## src/rtl/axil_arb2.sv

```systemverilog
// Two-master to one-slave AXI4-Lite arbiter: one whole transaction at a time,
// round-robin between masters, write served before read when both are pending.
module axil_arb2 #(
  parameter int ADDR_WIDTH = 32
) (
  input  logic                  aclk,
  input  logic                  areset_n,
  // master 0
  input  logic                  m0_awvalid,
  input  logic [ADDR_WIDTH-1:0] m0_awaddr,
  input  logic [2:0]            m0_awprot,
  output logic                  m0_awready,
  input  logic                  m0_wvalid,
  input  logic [31:0]           m0_wdata,
  input  logic [3:0]            m0_wstrb,
  output logic                  m0_wready,
  output logic                  m0_bvalid,
  output logic [1:0]            m0_bresp,
  input  logic                  m0_bready,
  input  logic                  m0_arvalid,
  input  logic [ADDR_WIDTH-1:0] m0_araddr,
  input  logic [2:0]            m0_arprot,
  output logic                  m0_arready,
  output logic                  m0_rvalid,
  output logic [31:0]           m0_rdata,
  output logic [1:0]            m0_rresp,
  input  logic                  m0_rready,
  // master 1
  input  logic                  m1_awvalid,
  input  logic [ADDR_WIDTH-1:0] m1_awaddr,
  input  logic [2:0]            m1_awprot,
  output logic                  m1_awready,
  input  logic                  m1_wvalid,
  input  logic [31:0]           m1_wdata,
  input  logic [3:0]            m1_wstrb,
  output logic                  m1_wready,
  output logic                  m1_bvalid,
  output logic [1:0]            m1_bresp,
  input  logic                  m1_bready,
  input  logic                  m1_arvalid,
  input  logic [ADDR_WIDTH-1:0] m1_araddr,
  input  logic [2:0]            m1_arprot,
  output logic                  m1_arready,
  output logic                  m1_rvalid,
  output logic [31:0]           m1_rdata,
  output logic [1:0]            m1_rresp,
  input  logic                  m1_rready,
  // shared slave port
  output logic                  s_awvalid,
  output logic [ADDR_WIDTH-1:0] s_awaddr,
  output logic [2:0]            s_awprot,
  input  logic                  s_awready,
  output logic                  s_wvalid,
  output logic [31:0]           s_wdata,
  output logic [3:0]            s_wstrb,
  input  logic                  s_wready,
  input  logic                  s_bvalid,
  input  logic [1:0]            s_bresp,
  output logic                  s_bready,
  output logic                  s_arvalid,
  output logic [ADDR_WIDTH-1:0] s_araddr,
  output logic [2:0]            s_arprot,
  input  logic                  s_arready,
  input  logic                  s_rvalid,
  input  logic [31:0]           s_rdata,
  input  logic [1:0]            s_rresp,
  output logic                  s_rready
);

  typedef enum logic [1:0] {IDLE, WRITE, READ} state_t;

  state_t state;
  logic   g, p;
  logic   aw_done, w_done, ar_done;

  logic   req0, req1, gnt, gnt_aw;
  logic   sel_awvalid, sel_wvalid, sel_bready, sel_arvalid, sel_rready;
  logic   in_wr, in_rd, b_fwd;
  logic   aw_hs, w_hs, b_hs, ar_hs, r_hs;

  assign req0 = m0_awvalid | m0_arvalid;
  assign req1 = m1_awvalid | m1_arvalid;

  always_comb begin
    gnt = 1'b0;
    if (req0 && req1) gnt = p;
    else if (req1)    gnt = 1'b1;
    gnt_aw = gnt ? m1_awvalid : m0_awvalid;
  end

  always_comb begin
    sel_awvalid = g ? m1_awvalid : m0_awvalid;
    sel_wvalid  = g ? m1_wvalid  : m0_wvalid;
    sel_bready  = g ? m1_bready  : m0_bready;
    sel_arvalid = g ? m1_arvalid : m0_arvalid;
    sel_rready  = g ? m1_rready  : m0_rready;
  end

  assign in_wr = (state == WRITE);
  assign in_rd = (state == READ);
  // B is only forwarded once both AW and W have been handed to the slave
  assign b_fwd = in_wr & aw_done & w_done;

  // slave side: payload always follows g, valids/readies gated by state
  assign s_awaddr  = g ? m1_awaddr : m0_awaddr;
  assign s_awprot  = g ? m1_awprot : m0_awprot;
  assign s_wdata   = g ? m1_wdata  : m0_wdata;
  assign s_wstrb   = g ? m1_wstrb  : m0_wstrb;
  assign s_araddr  = g ? m1_araddr : m0_araddr;
  assign s_arprot  = g ? m1_arprot : m0_arprot;
  assign s_awvalid = in_wr & sel_awvalid & ~aw_done;
  assign s_wvalid  = in_wr & sel_wvalid & ~w_done;
  assign s_bready  = b_fwd & sel_bready;
  assign s_arvalid = in_rd & sel_arvalid & ~ar_done;
  assign s_rready  = in_rd & sel_rready;

  // master side
  assign m0_awready = in_wr & ~g & s_awready & ~aw_done;
  assign m0_wready  = in_wr & ~g & s_wready & ~w_done;
  assign m0_bvalid  = b_fwd & ~g & s_bvalid;
  assign m0_bresp   = s_bresp;
  assign m0_arready = in_rd & ~g & s_arready & ~ar_done;
  assign m0_rvalid  = in_rd & ~g & s_rvalid;
  assign m0_rdata   = s_rdata;
  assign m0_rresp   = s_rresp;

  assign m1_awready = in_wr & g & s_awready & ~aw_done;
  assign m1_wready  = in_wr & g & s_wready & ~w_done;
  assign m1_bvalid  = b_fwd & g & s_bvalid;
  assign m1_bresp   = s_bresp;
  assign m1_arready = in_rd & g & s_arready & ~ar_done;
  assign m1_rvalid  = in_rd & g & s_rvalid;
  assign m1_rdata   = s_rdata;
  assign m1_rresp   = s_rresp;

  assign aw_hs = s_awvalid & s_awready;
  assign w_hs  = s_wvalid & s_wready;
  assign b_hs  = s_bready & s_bvalid;
  assign ar_hs = s_arvalid & s_arready;
  assign r_hs  = s_rready & s_rvalid;

  always_ff @(posedge aclk or negedge areset_n) begin
    if (!areset_n) begin
      state   <= IDLE;
      g       <= 1'b0;
      p       <= 1'b0;
      aw_done <= 1'b0;
      w_done  <= 1'b0;
      ar_done <= 1'b0;
    end else begin
      case (state)
        IDLE: begin
          if (req0 || req1) begin
            g     <= gnt;
            p     <= ~gnt;
            state <= gnt_aw ? WRITE : READ;
          end
        end
        WRITE: begin
          if (aw_hs) aw_done <= 1'b1;
          if (w_hs)  w_done  <= 1'b1;
          if (b_hs) begin
            state   <= IDLE;
            aw_done <= 1'b0;
            w_done  <= 1'b0;
          end
        end
        READ: begin
          if (ar_hs) ar_done <= 1'b1;
          if (r_hs) begin
            state   <= IDLE;
            ar_done <= 1'b0;
          end
        end
        default: state <= IDLE;
      endcase
    end
  end

endmodule

```

## config.mk

```make
export PLATFORM = sky130hd
export DESIGN_NAME = axil_arb2
export DESIGN_NICKNAME = d
export VERILOG_FILES = /design/src/rtl/axil_arb2.sv
export SDC_FILE = /design/constraint.sdc
export NUM_CORES = 1
export LEC_CHECK = 0
export BUFFER_PORTS_ARGS = -buffer_cell sky130_fd_sc_hd__buf_2
export CAP_MARGIN = 5
export CORE_AREA = 2 2 180 182
export CTS_CLUSTER_SIZE = 20
export DETAILED_ROUTE_END_ITERATION = 8
export DIE_AREA = 0 0 182 184
export SYNTH_ARGS = -nofsm -noshare
export SYNTH_HDL_FRONTEND = slang
export SYNTH_SLANG_ARGS = --single-unit
```

## constraint.sdc

```tcl
create_clock -name aclk -period 1.84 [get_ports aclk]
set_input_delay 0.368 -clock aclk [delete_from_list [all_inputs] [get_ports aclk]]
set_output_delay 0.368 -clock aclk [all_outputs]
set_load 0.02 [all_outputs]
```

After elaboration in Yosys (flattened, before gate mapping)
Index checks and enable logic that the tools add are counted.
Operators by class
  eq/ne operators: 5
  muxes and demuxes: 25
  bitwise logic cells: 44
  reductions and logical operators: 11
Operators with widths (count)
  $mux 32: 3
  $and 1x1->1: 37
  $mux 1: 14
  $mux 2: 4
  $reduce_and 2->1: 4
  $mux 3: 2
  $pmux 2 s3: 1
  $reduce_bool 2->1: 3
  $not 1->1: 5
  $mux 4: 1
  $ne 2x1->1 const B: 2
  $reduce_and 3->1: 1
  $eq 2x1->1 const B: 1
  $eq 2x2->1 const B: 1
  $logic_not 2->1: 1
  $ne 2x2->1 const B: 1
  $or 1x1->1: 2
  $logic_and 1x1->1: 1
  $logic_or 1x1->1: 1
Storage, ports and cells
  register bits: 7
  bits of input ports: 265
  output and inout bits: 193
  logic and storage cells: 91

Longest topological paths before layout
Gate-level depths: netlist (run 1).
  depth after elaboration: 7
  depth in mapped cells: 4
  gate-level depth less buffers: 3

Worst setup path after synthesis (run 1)
Ideal clock, no wire load.
  kind: flip-flop to output port
  from: reg g
  to: out m0_arready
  arrival time: 1.421 ns
  required time: 1.472 ns
  path slack: 0.051 ns
  stages on the path, launching flop included: 4
  path buffers: 2
  path through: dfrtp_1 > buf_2 > buf_2 > nor4bb_1
Between the ends
  longest elaborated chain between the ends: 4
Ends and longest elaborated chain
  from (decl): line 73  | logic g, p;
  from (signal assigned): line 154  | g <= gnt;
  $not 1->1: line 122  | assign m0_arready = in_rd & ~g & s_arready & ~ar_done;
  $and 1x1->1 (3 in a row): line 122
  to (decl): line 23  | output logic m0_arready,
Every way passes these cells.

Worst setup path in the final report (run 1)
  from: reg g
  to: out s_wdata[3]
Between the ends
  longest elaborated chain between the ends: 1
Ends and longest elaborated chain
  $mux 32: line 107  | assign s_wdata = g ? m1_wdata : m0_wdata;
  to (decl): line 54  | output logic [31:0] s_wdata,
Every way passes these cells.

==> results of run 1 <==
[flip-flops by register name, summed over array words and instances, names as in the netlist]
name and flops:
p 1, w_done 1, state 2, ar_done 1
aw_done 1, g 1
[per-stage QoR]
step | worst slack [ns] | total power (W) | area, µm²
5_1_grt | -0.1299 | 0.005733 | 4382
3_5_place_dp | 0.08563 | 0.004593 | 4080
3_3_place_gp | 0.01410 | 0.004557 | 4080
6_report | -0.09611 | 0.005430 | 4384
4_1_cts | -0.09683 | 0.005440 | 4349
2_1_floorplan | 0.05082 | 0.003411 | 2350
[routing by layer]
layer | vias up | GRT usage (%) | part of all wire [%]
li1 | 1406 | - | -
met1 | 1266 | 7.333 | 37
met2 | 227 | 12.14 | 47
met3 | 37 | 3.150 | 12
met4 | 2 | 2.806 | 3.3
met5 | - | 0 | 0.061
[power by group]
group          switching [W]  total, W  internal (W)
registers           0.000111  0.000351      0.000240
clock network      0.0000818  0.000370      0.000288
logic                0.00245   0.00471       0.00225
[worst max-delay path by stage]
stage               startpoint          to  slack [ns]  cells after the start
floorplan                    g  m0_arready        0.05                      3
global placement      state[1]    state[0]        0.01                      3
detailed placement    state[1]    state[0]        0.09                      3
CTS                          g   s_arvalid        -0.1                      6
global route                 g    s_wvalid       -0.13                      6
finish                       g  s_wdata[3]        -0.1                      4
[layout make-up]
type / count / share of cell area, %
Sequential cell: 7 / 4.081
Inverter: 2 / 0.1712
Clock buffer: 4 / 1.798
Antenna cell: 3 / 0.1712
Timing Repair Buffer: 364 / 46.03
Multi-Input combinational cell: 163 / 36.27
Tap cell: 402 / 11.47
[placed cells by master (no fill, tap or decap), types with 2 or more instances in the layout]
master	n
a31oi_1	3
diode_2	3
nor2_1	15
mux2_2	107
inv_1	2
nand2b_1	2
a21oi_1	3
buf_12	5
nand3b_1	2
dfrtp_1	6
mux2_4	2
buf_2	341
clkbuf_16	3
nand2_1	5
buf_16	2
buf_8	2
o32ai_1	2
buf_4	8
nor3_2	2
nor2_2	3
buf_6	5
[cells in the mapped netlist]
cell type,n
mux2_2,109
buf_4,78
nor2_1,18
buf_2,7
dfrtp_1,7
nand2_1,6
a21oi_1,3
a31oi_1,3
inv_1,2
mux2i_1,2
nand2b_1,2
nand3b_1,2
nor2b_1,2
nor3_1,2
o32ai_1,2
and2b_1,1
and4b_1,1
clkbuf_2,1
nand4_1,1
nand4b_1,1
nor3b_2,1
nor4bb_1,1
o21ai_0,1
o21ba_2,1
o21bai_1,1
o31a_1,1
o31ai_1,1
or2_4,1
[kinds of logic after synthesis]
| group | count (synthesis) |
|---|---|
| buffers and inverters | 88 |
| AND/OR/NAND/NOR | 39 |
| flip-flops | 7 |
| multiplexers | 111 |
| AO/OA/AOI/OAI | 13 |
[repair_timing]
item                                    4_1_cts  5_1_grt
pin swaps                                     4        1
hold buffers                                  1        0
endpoints found under the setup margin      109      118
gates resized for setup                      25        7
hold endpoints to repair                      7        0
setup buffers                                 6        0
gates cloned                                  2        0
==> results.md, run 1 <==
* Final Hold Fails at 0
* Syn Inst Count at 258
* Worst Skew at 0.002388 ns
* Outcome: complete, but fails checks
* Reg2reg setup slack at 0.19 ns
* Setup Crit Path Kind: reg2out
* Starting Density at 7.485%
* Main combinational cell family by area after synthesis: multiplexers
* CTS H-tree depth at 1
* CP Data Required Time at between 1 and 1.5 ns
* Crit path max-delay family: buffers and inverters
* Global-route wire length before repair at 16.61 mm
* Sequential area share after synthesis at between 7 and 8%
* Final Cycle Share at 105.2%
* Die X at 182 µm
* Crit path cell chain: buf_6 > buf_12 > mux2_2 > buf_2
* Post-Synth Adder-Cell Area at 0%
* Routed via count at 2938
* Die area at roughly 33000 µm²
* DR iter-0 viols at roughly 110
* Class of the worst hold path: in2reg
* RR Endpoint: state[0]
* Multi-input logic area at approximately 1600 µm²
* Detail Route Antenna Nets at 0
* Syn_area_per_cell at slightly above 9 µm²
* WHS at 0.3460 ns
* Hold path cells at 2
* CTS tree: built
* Worst-margin pin slew at 0.3065 ns
* Post-DP HPWL at 11.52 mm
* Initial antenna violation count at 9
* IO Port Bufs at 349
* Max FO, Critical Path at 15
* Leak at 2.195 nW
* Final Max Slew Viols at 0
* Ranking of synthesized cells by area: mux2_2 52%, buf_4 25%, dfrtp_1 7.5%, nor2_1 2.9%, buf_2 1.5%
* Core ar. at 31390 µm²
* CTS max path bufs at 2
* Drt via density at 3.109
* RSZ-0062 raised after global routing: true
* Layout fillers at 3619
* Wire per inst at 13.79 µm
* Normalized max-slew margin at 79.55%
* Util after Layout at 13.97%
* Fmax at 0.5165 GHz
* Max cap viols at 0
* Violated checks: setup timing
* #FFs+latches synth at 7
* GP Congestion at 0.7022
* Final setup TNS at -2.810 ns
* Die height at 184 µm
* Final worst-path setup slack at -0.09611 ns
* Drt first pass iters at 6
* Worst Setup End Kind: output pin
* Critical path's largest stage delay at between 0.4 and 0.5 ns
* Rows at 65
* Setup Viol. Count Final at 102
* Critical path startpoint category: flip-flop
* Largest net degree at the start of global routing at 32
* Drt drc at 0
* GRT Total Usage at 6.970%
* Clock Sinks at 7
* Post-synth top area share at 52.24%
* Reg clk slew, reported paths at roughly 0.040 ns
* Origin of the critical flop-to-flop path: g
* VDD IR max at 0.4333 mV
* Cell Area, Synth at 2350 µm²
* Seq. cell area at approximately 180 µm²
* GRT overflow at 0
* Compound-cell area share of the yosys netlist at 3.834%
* Unique cell type count in the Yosys netlist at 28
* Area leader, netlist: mux2_2
* Total wire length at 13.03 mm
* Buf+Inv Stages, Crit Path at 3
* Yosys warning count at 0
* WP data arrival at roughly 1.6 ns
* Number of CTS-inserted buffers at 3
* Min Tclk post-route at 1.936 ns
* Nets at about 810
* Fin cells at 945
* Slowest CP cell: dfrtp_4
* Root buf cell: clkbuf_16
* XOR/XNOR share of the synthesized area at 0%
* Ports at between 400 and 500
* Share of layout cells above drive strength 1 at 90.19%
* Area grow syn2layout at 86.58%
* Vias in the first global route at around 2800
* Cell Pwr Density at approximately 1200 nW/µm²
* R2R depth at 5
* Placed insts at 930
* Hold EP: ar_done
* Post-Syn Nets at around 520
* Hold path startpoint: s_rvalid
* Mux share of post-synthesis cell area at 53.09%
* Synth Area in Simple Gates at 8.679%
* Clk_lat worst skew at 0.23 ns
No activity file was read; power rests on OpenSTA's default activity.
==> inputs of run 2 (changes only) <==
--- a/config.mk
+++ b/config.mk
@@ -11,6 +11,7 @@
 export CTS_CLUSTER_SIZE = 20
 export DETAILED_ROUTE_END_ITERATION = 8
 export DIE_AREA = 0 0 182 184
+export SETUP_SLACK_MARGIN = 0.05
 export SYNTH_ARGS = -nofsm -noshare
 export SYNTH_HDL_FRONTEND = slang
 export SYNTH_SLANG_ARGS = --single-unit
==> run 2 against run 1 <==
The flow still finishes with violations (setup timing). Fmax fell by 0.12%. Count of clock-buffer cells in the layout unchanged. Sequential power barely moved. Via count up 0.54%. Sequential share of layout area is essentially flat.
==> results.md, run 2 (synthesis results as in run 1) <==
* Hold path startpoint: s_rvalid
* Min Tclk post-route at 1.938 ns
* Met3 wire len at 1.536 mm
* Critical path startpoint category: flip-flop
* VDD IR max at 0.4505 mV
* Hold EP: ar_done
* Number of CTS-inserted buffers at 3
* Power after layout at 0.005472 W
* RSZ-0062 raised after global routing: true
* Vias in the first global route at 2766
* Slowest CP cell: dfrtp_4
* Post-DP HPWL at 11.52 mm
* Drt drc at 0
* Largest register FFs at 2
* Highest metal used: met5
* Commonest non-fill, non-tap cell in the layout: buf_2
* CTS H-tree depth at 1
* Most frequent cells in the layout: 338 x buf_2, 107 x mux2_2, 15 x nor2_1, 10 x buf_4, 6 x buf_6
* Fmax at 0.5159 GHz
* Clk_lat worst skew at approximately 0.23 ns
* Wire per inst at between 10 and 15 µm
* Starting Density at under 10%
* Root buf cell: clkbuf_16
* Global-route wire length before repair at about 17 mm
* Buf+Inv Stages, Crit Path at 3
* Max cap viols at 0
* Metal-1 WL at ~4.8 mm
* Share of layout cells above drive strength 1 at 90.37%
* Die X at ~180 µm
* Met2 WL post-DR at between 6 and 7 mm
* Layout fillers at 3620
* Drt via density at around 3.1
* Initial antenna violation count at 9
* Reg clk slew, reported paths at roughly 0.04 ns
* Crit path max-delay family: flip-flops
* Final Cycle Share at 105.4%
* Reg2reg setup slack at ~0.18 ns
* Largest net degree at the start of global routing at 32
* Core ar. at 31390 µm²
* Final Hold Fails at 0
* Setup Viol. Count Final at roughly 100
* Rows at 65
* Violated checks: setup timing
* CTS tree: built
* Die area at roughly 33000 µm²
* Total wire length at 13.04 mm
* RR Endpoint: state[0]
* Final worst-path setup slack at -0.09848 ns
* Worst-margin pin slew at roughly 0.30 ns
* GP Congestion at 0.7022
* Crit path cell chain: buf_12 > buf_8 > mux2_4 > nand2_1 > nor2_1 > buf_4
* Origin of the critical flop-to-flop path: g
* DR iter-0 viols at 95
* Die height at 184 µm
* Max FO, Critical Path at 4
* Largest reg by FF count: state
* Clock Sinks at 7
* Multi-input logic area at 1603 µm²
* Seq. cell area at about 180 µm²
* GRT Total Usage at around 7.0%
* CTS max path bufs at 2
* Setup Crit Path Kind: reg2out
* Final setup TNS at -2.657 ns
* Nets at 806
* WP data arrival at between 1.5 and 2 ns
* Leak at 2.192 nW
* Critical path's largest stage delay at ~0.5 ns
* Class of the worst hold path: in2reg
* Routed via count at 2954
* Drt first pass iters at 6
* Normalized max-slew margin at 79.92%
* IO Port Bufs at 349
* R2R depth at 5
* Area grow syn2layout at 87.65%
* Hold path cells at 2
* Detail Route Antenna Nets at 0
* Worst Setup End Kind: output pin
* Cell Pwr Density at 1241 nW/µm²
* Ports at 458
* Final Max Slew Viols at 0
* CP Data Required Time at 1.47 ns
* Worst Skew at 0.001693 ns
* Outcome: complete, but fails checks
* GRT overflow at 0
[run 2: cell counts in the layout (fill, tap and decap cells not counted)]
Identical to the previous run, type by type.
[run 2: worst max path at each step]
stage | from | depth (start not counted) | to | slack [ns]
final | g | 6 | s_arvalid | -0.1
after global routing | g | 6 | s_wvalid | -0.13
after CTS | g | 6 | s_arvalid | -0.1
after detailed placement | state[1] | 3 | state[0] | 0.09
after global placement | state[1] | 3 | state[0] | 0.01
after floorplan | g | 3 | m0_arready | 0.05
[run 2: layout make-up]
class / instances / share of cell area (%)
diodes: 3 / 0.1703
clock buffers: 4 / 1.788
inverters: 2 / 0.1703
multi-input cells: 163 / 36.35
flip-flops and latches: 7 / 4.086
well taps: 402 / 11.41
repair buffers: 364 / 46.03
[run 2: repair_timing]
item,CTS,global route
hold buffers,1,0
pin swaps,4,2
setup endpoints to repair,114,120
setup buffers,6,0
hold endpoints to repair,7,0
gates resized for setup,29,10
gates cloned,2,0
[run 2: per-layer routing]
metal	GRT usage [%]	vias to the layer above
met5	0	-
met4	2.806	2
met3	3.130	37
met2	12.17	233
met1	7.357	1275
li1	-	1407
[run 2: report_power, final]
group	switching [W]	internal, W	total (W)
sequential	0.000112	0.000242	0.000354
combinational	0.00248	0.00227	0.00475
clock	0.0000818	0.000288	0.000370
total	0.00268	0.00280	0.00547
[run 2: metrics by stage]
step | hold WS, ns | setup WS (ns) | utilization (%) | area, µm² | std cells
2_1_floorplan | 0.07241 | 0.05082 | - | 2350 | 258
3_3_place_gp | 0.2096 | 0.01410 | 13.00 | 4080 | 930
3_5_place_dp | 0.2109 | 0.08563 | 13.00 | 4080 | 930
4_1_cts | 0.3417 | -0.09683 | 13.89 | 4362 | 942
5_1_grt | 0.3600 | -0.1299 | 14.04 | 4407 | 944
6_report | 0.3466 | -0.09848 | 14.05 | 4409 | 945
[run 2: worst reg2reg max path: cells and delay by family, from the launching register on]
kind	cells	cell delay (ns)
flops	1	0.50
simple gates	1	0.32
buf+inv	2	0.30
mux	1	0.23
compound gates	1	0.16
